--- config.mk ---
export PLATFORM = sky130hd
export DESIGN_NAME = l2_mem_interface
export DESIGN_NICKNAME = d
export VERILOG_FILES = /design/src/rtl/l2_mem_interface.sv
export SDC_FILE = /design/constraint.sdc
export NUM_CORES = 1
export LEC_CHECK = 0
export ABC_AREA = 0
export ABC_CLOCK_PERIOD_IN_PS = 4200
export BUFFER_PORTS_ARGS = -buffer_cell sky130_fd_sc_hd__buf_2
export CORE_AREA = 3 3 164 166
export DETAILED_ROUTE_END_ITERATION = 6
export DIE_AREA = 0 0 167 169
export HOLD_SLACK_MARGIN = 0.03
export MAX_ROUTING_LAYER = met4
export PLACE_DENSITY = 0.81
export SYNTH_ARGS = -nofsm -noshare
export SYNTH_HDL_FRONTEND = slang
export SYNTH_SLANG_ARGS = --single-unit
export TNS_END_PERCENT = 50
--- constraint.sdc ---
create_clock -name clk -period 4.2 [get_ports clk]
set_input_delay 0.63 -clock clk [delete_from_list [all_inputs] [get_ports clk]]
set_output_delay 0.63 -clock clk [all_outputs]
set_load 0.01 [all_outputs]
--- src/rtl/l2_mem_interface.sv ---
// L2 memory interface: moves a 128-bit L1 block to/from 32-bit backing memory in 4 ready-handshaked beats.
// Optional watchdog: define L2_TIMEOUT_EN to abort a stalled transfer after TIMEOUT cycles and raise err.
module l2_mem_interface #(
  parameter int WORDS_PER_BLOCK = 4,
  parameter int TAG_W           = 21,
  parameter int INDEX_W         = 7,
  parameter int TIMEOUT         = 64
) (
  input  logic                         clk,
  input  logic                         reset,
  input  logic                         read_l2,
  input  logic                         write_l2,
  input  logic [31:0]                  addr,
  input  logic [TAG_W-1:0]             tag_loaded,
  input  logic [32*WORDS_PER_BLOCK-1:0] wb_data,
  output logic [32*WORDS_PER_BLOCK-1:0] fill_data,
  output logic                         l2_ack,
  output logic                         write_done,
  output logic                         busy,
  output logic [2:0]                   state,
  output logic                         mem_req,
  output logic                         mem_we,
  output logic [31:0]                  mem_addr,
  output logic [31:0]                  mem_wdata,
  input  logic [31:0]                  mem_rdata,
  input  logic                         mem_ready,
  output logic                         err
);

  localparam int BLK_W = 32 * WORDS_PER_BLOCK;

  generate
    if (WORDS_PER_BLOCK != 4 || TAG_W + INDEX_W != 28 || TIMEOUT < 1) begin : g_cfg_check
      $error("l2_mem_interface: unsupported parameter set");
    end
  endgenerate

  typedef enum logic [2:0] {
    IDLE    = 3'd0,
    WB      = 3'd1,
    WB_DONE = 3'd2,
    RD      = 3'd3,
    RD_DONE = 3'd4
  } state_t;

  state_t           cur, nxt;
  logic [1:0]       beat;
  logic [31:0]      base;
  logic [BLK_W-1:0] wb_block;
  logic             beat_done;
  logic             last_beat;
  logic             timeout_hit;
  logic             unused_addr_bits;

  assign unused_addr_bits = ^addr[3:0];

  assign mem_req    = (cur == WB) || (cur == RD);
  assign mem_we     = (cur == WB);
  assign write_done = (cur == WB_DONE);
  assign l2_ack     = (cur == RD_DONE);
  assign busy       = (cur != IDLE);
  assign state      = cur;
  assign mem_addr   = base + {28'd0, beat, 2'b00};
  assign mem_wdata  = wb_block[{beat, 5'b00000} +: 32];
  assign beat_done  = mem_req && mem_ready;
  assign last_beat  = beat_done && (beat == 2'd3);

`ifdef L2_TIMEOUT_EN
  localparam int TO_W = $clog2(TIMEOUT + 1);
  logic [TO_W-1:0] to_cnt;

  // Counts consecutive stalled cycles; any completed beat or leaving WB/RD restarts it.
  assign timeout_hit = mem_req && !mem_ready && (to_cnt == TO_W'(TIMEOUT - 1));

  always_ff @(posedge clk) begin
    if (reset) begin
      to_cnt <= '0;
      err    <= 1'b0;
    end else begin
      if (!mem_req || mem_ready || timeout_hit) to_cnt <= '0;
      else                                      to_cnt <= to_cnt + 1'b1;
      if (timeout_hit) err <= 1'b1;
    end
  end
`else
  assign timeout_hit = 1'b0;
  assign err         = 1'b0;
`endif

  always_ff @(posedge clk) begin
    if (reset) cur <= IDLE;
    else       cur <= nxt;
  end

  always_comb begin
    nxt = cur;
    case (cur)
      IDLE: begin
        if (write_l2)     nxt = WB;
        else if (read_l2) nxt = RD;
      end
      WB: begin
        if (timeout_hit)    nxt = IDLE;
        else if (last_beat) nxt = WB_DONE;
      end
      WB_DONE: if (!write_l2) nxt = IDLE;
      RD: begin
        if (timeout_hit)    nxt = IDLE;
        else if (last_beat) nxt = RD_DONE;
      end
      RD_DONE: if (!read_l2) nxt = IDLE;
      default: nxt = IDLE;
    endcase
  end

  // Request operands are captured only in IDLE so the controller may change them mid-transfer.
  always_ff @(posedge clk) begin
    if (reset) begin
      beat      <= 2'd0;
      base      <= 32'd0;
      wb_block  <= '0;
      fill_data <= '0;
    end else if (cur == IDLE) begin
      beat <= 2'd0;
      if (write_l2) begin
        base     <= {tag_loaded, addr[INDEX_W+3:4], 4'b0000};
        wb_block <= wb_data;
      end else if (read_l2) begin
        base <= {addr[31:4], 4'b0000};
      end
    end else if (beat_done) begin
      beat <= beat + 2'd1;
      if (cur == RD) fill_data[{beat, 5'b00000} +: 32] <= mem_rdata;
    end
  end

endmodule

Yosys cells after proc, flatten, opt, wreduce, memory -nomap -nowiden
Cells that the tools add are included.
{"block": "totals", "regBits": 293, "word_cells": 43}
{"block": "op_classes", "addsub": 3, "eq_ne": 10, "n_shift": 3, "mux": 10, "n_bitwise": 1, "n_reduce_logical": 11}
{"cell": "128-bit bitwise mux", "count": 1}
{"cell": "32-bit by 9-bit variable shift with 128-bit output (first input constant)", "count": 1}
{"cell": "128-bit by 8-bit indexed part select with 32-bit output", "count": 1}
{"cell": "32-bit by 9-bit indexed part select with 128-bit output", "count": 1}
{"cell": "32-bit two-way mux", "count": 2}
{"cell": "32-bit by 4-bit adder with 32-bit output", "count": 1}
{"cell": "3-bit two-way mux", "count": 6}
{"cell": "3-bit case mux with 5 select lines", "count": 1}
{"cell": "7-bit negation with 9-bit output", "count": 1}
{"cell": "3-bit by 2-bit equality test with 1-bit output (second input constant)", "count": 2}
{"cell": "2-bit != test (second input constant)", "count": 3}
{"cell": "5-bit AND reduction", "count": 1}
{"cell": "2-bit AND reduction", "count": 2}
{"cell": "3-bit by 1-bit equality test with 1-bit output (second input constant)", "count": 1}
{"cell": "3-bit equality test (second input constant)", "count": 1}
{"cell": "3-bit zero test", "count": 1}
{"cell": "3-bit != test (second input constant)", "count": 1}
{"cell": "3-bit AND reduction", "count": 1}
{"cell": "3-bit nonzero test", "count": 1}
{"cell": "2-bit by 1-bit adder with 2-bit output (second input constant)", "count": 1}
{"cell": "2-bit equality test (second input constant)", "count": 1}
{"cell": "1-bit logical AND", "count": 2}
{"cell": "2-bit by 1-bit != test with 1-bit output (second input constant)", "count": 1}
{"cell": "2-bit nonzero test", "count": 1}
{"cell": "3 further kinds", "count": 3}

Longest topological paths before layout
{"block": "logic_depth", "depth_word": 6, "ltp_mapped": 9, "depth_no_buf": 5}

Least setup slack after synthesis
No wires, ideal clock.
{"block": "synth_timing", "path_kind": "register to register", "from": "reg beat[1]", "to": "reg fill_data[10]", "t_arrival_ns": 2.315, "slack_ns": 1.816, "stages_incl_launch_ff": 9, "synth_period_minus_slack_ns": 2.384, "cell_sequence": "dfxtp_1 clkbuf_1 buf_1 inv_1 ha_1 nor3b_1 clkbuf_1 nand4_1 o21ai_1"}
{"block": "synth_via", "elab_chain_len": 3, "word_cells_on_any_way": 4, "classes_between": "add/sub: 1; shift: 2; mux: 1"}
{"element": "from (decl)", "line_no": "47", "text": "logic [1:0] beat;"}
{"element": "from (signal assigned)", "line_no": "132", "text": "beat <= beat + 2'd1;"}
{"element": "7-bit negation with 9-bit output (*)", "line_no": "133", "text": "if (cur == RD) fill_data[{beat, 5'b00000} +: 32] <= mem_rdata;"}
{"element": "32-bit by 9-bit indexed part select with 128-bit output / 32-bit by 9-bit variable shift with 128-bit output (equally long branches)", "line_no": "133"}
{"element": "128-bit bitwise mux (*)", "line_no": "133"}
{"element": "to (signal, indexed assignment)", "line_no": "133"}
{"element": "to (decl)", "line_no": "16", "text": "output logic [32*WORDS_PER_BLOCK-1:0] fill_data,"}
Mark *: on every way between the ends. The rest lies on a longest branch, timed or not.
A chain may end at the register's enable or synchronous reset.

Worst setup path in the final report
{"block": "layout_timing", "from": "reg beat[0]", "to": "out mem_wdata[23]"}
{"block": "layout_via", "elab_chain_len": 1}
{"element": "128-bit by 8-bit indexed part select with 32-bit output", "line_no": "64", "text": "assign mem_wdata = wb_block[{beat, 5'b00000} +: 32];"}
{"element": "to (decl)", "line_no": "24", "text": "output logic [31:0] mem_wdata,"}
Every way passes these cells.

==> metrics.txt <==
register clock-pin slew on the reported worst setup and hold paths=60 ps; ratio of total power to cell area=403 nW/um^2; headroom to the max-slew limit=28.2%; sum of negative setup slack=0 ps; final slew viol count=0; cell-by-cell trace of the critical path=buf_4 -> mux4_2 -> buf_2; htree depth=1; post-synthesis average cell area=8.75 sq um; dominant combinational cell family by area after synthesis=simple AND/OR/NAND/NOR gates; clock tree buffer depth=3; compound-gate portion of the synthesized area=13.5%; Synth area leaders=dfxtp_1, nand2_1, nand2b_1; quantity of I/O buffers inserted on ports=411; maximum ir drop on the vdd rail=0.366 mV; iteration count of the initial detailed-routing pass=5; worst setup path category=reg -> out; part of the cycle the worst path needs=75.3%; post-route worst hold slack=330 ps; proportion of netlist area held by the largest area contributor=47.5%; area occupied by multi-input gates=5700 sq um; number of endpoints with negative hold slack in the final report=0; max-capacitance violation count=0; mux share of post-synthesis cell area=7.73%; worst slack at placement=1250 ps; gp weighted congestion=0.848; Horiz. Die Dim=167 um; maximum number of pins on one net before global-route repair=191; top library cells by usage in the layout, fill and taps aside=buf_2, dfxtp_1, nand2_1; setup repair bufs after CTS=0; number of global-route vias before repair=11000; core region area=25800 sq um; CTS buffer count=29; IO Pins=419; RSZ-0062 raised after global routing=false; combined area of all synthesized cells=12200 sq um; clock net sink count=289; arrival time at the worst endpoint=2530 ps; Residual DRC=0; post-route clock skew=12.5 ps; Worst Setup Start Kind=register; simple logic cell fraction of the synthesized area=24.7%; register cell area after layout=5790 sq um; clock tree from TritonCTS=built; Min Clock Period, post-route=3160 ps; total power consumption of the routed design=6.07 mW; commonest non-fill, non-tap cell in the layout=buf_2; row count=59; PnR worst setup slack=1040 ps; total setup violations reported at the end of the flow=0; portion of the post-synthesis area used by sequential elements=47.5%; cell taking the most area after synthesis=dfxtp_1; number of gates given a new drive strength after cts=0; Pleak=6.33 nW; overall die area=28200 sq um; Unique masters post-synth=38; slew at the pin closest to its max-slew limit=1080 ps; cts-stage hold buffer count=0; number of cells produced by synthesis=1392; nature of the critical path endpoint=output port; Initial Util=47.3%; post-DP HPWL=25400 um; biggest cell delay along the critical path=910 ps; via-per-instance ratio=5.57; CP Data Required Time=3570 ps; Hold Crit Class=in -> reg; antenna violations before repair=7; fraction of layout cells with a size suffix above 1=29.8%; vertical extent of the die=169 um; final routed wire length divided by cell count=18.3 um; first-pass GRT wire length=57900 um; final wirelength=37900 um; total number of yosys warnings=0; Root Driver=clkbuf_16; area share of fa/ha/maj cells after synthesis=0.514%; Starting DRT DRC Count=1050; grt ovf=0; result of the run=finished, final reports clean; Highest Clock Rate=0.316 GHz; number of nets in the finished design=1936; clock latency on the worst-skew pair=540 ps; maximum fanout along the worst path=28; # fillers=2267; cell with the largest stage delay on the worst path=dfxtp_2; Via Count=11500; residual antenna-violating net count after detailed routing=0; xor and xnor fraction of the mapped netlist area=0.0719%; area overhead of the layout relative to synthesis=23.8%; combined global-route utilization of all metal layers=25.6%; Seq cells post-synth=289
==> critical path, delay by kind of cell, from the launching register on <==
kind	cells	cell delay (ps)
buf+inv	2	510
mux	1	530
flops	1	910
==> power by group <==
group | internal, mW | switching, mW
Combinational | 0.295 | 0.410
Clock | 1.40 | 1.04
Sequential | 2.86 | 0.0710
Total | 4.56 | 1.52
==> area by class of cell <==
class                   count  share of cell area, %
diodes                      7                  0.116
clock buffers              45                   5.74
clock inverters             3                  0.124
inverters                   3                 0.0747
multi-input cells         959                   37.8
flip-flops and latches    289                   38.4
well taps                 335                   2.78
repair buffers            431                   14.9
==> final timing paths <==
check	slack, ps	cells after the start	endpoint	start
max	1040	3	mem_wdata[23]	beat[0]$_SDFFE_PP0P_
min	330	3	wb_block[74]$_SDFFE_PP0P_	wb_data[74]
max reg2reg	1500	5	fill_data[40]$_SDFFE_PP0P_	beat[0]$_SDFFE_PP0P_
min reg2reg	450	2	wb_block[74]$_SDFFE_PP0P_	wb_block[74]$_SDFFE_PP0P_
==> flip-flops by register name, indices dropped and copies added (netlist names) <==
register   flops
wb_block     128
fill_data    128
beat           2
state          3
base          28
==> kinds of logic (layout without fill, tap and decap cells) <==
| group | Yosys count | after routing |
|---|---|---|
| simple gates | 579 | 579 |
| compound gates | 317 | 317 |
| flops | 289 | 289 |
| buf+inv | 146 | 482 |
| mux | 54 | 54 |
| fa+ha+maj | 5 | 5 |
| other cells | 1 | 10 |
| xor+xnor | 1 | 1 |
==> layer usage <==
metal,vias to the layer above,global-route usage (%),routed length [um]
met2,602,41.4,17900
met1,5366,31.0,14700
met3,105,6.59,3850
li1,5476,-,-
met5,-,-,0
met4,0,9.47,1400
==> cells in the mapped netlist <==
cell type	n
a2111oi_0	1
a211oi_1	21
a21oi_1	157
a22oi_1	1
a311oi_1	1
and2_1	1
and2_4	3
and3b_1	1
and4b_1	1
buf_1	4
buf_2	43
buf_4	5
buf_6	13
clkbuf_1	72
clkbuf_2	6
clkinv_1	1
conb_1	1
dfxtp_1	289
ha_1	5
inv_1	2
mux2i_1	22
mux4_2	32
nand2_1	259
nand2b_1	128
nand3_1	8
nand3b_1	1
nand4_1	128
nor2_1	3
nor2b_1	34
nor3_1	2
nor3_4	1
nor3b_1	6
nor4b_2	1
o21ai_0	48
o21ai_1	88
or2_2	1
or4b_4	1
xnor2_1	1
==> per-stage QoR <==
stage	cell area, sq um	std cells	util (%)
6_report	15100	2072	58.5
5_1_grt	15100	2072	58.5
4_1_cts	15100	2065	58.5
3_5_place_dp	14200	2017	55.0
3_3_place_gp	14200	2017	55.0
2_1_floorplan	12200	1394	-
Power figures use the tool's default switching activity.
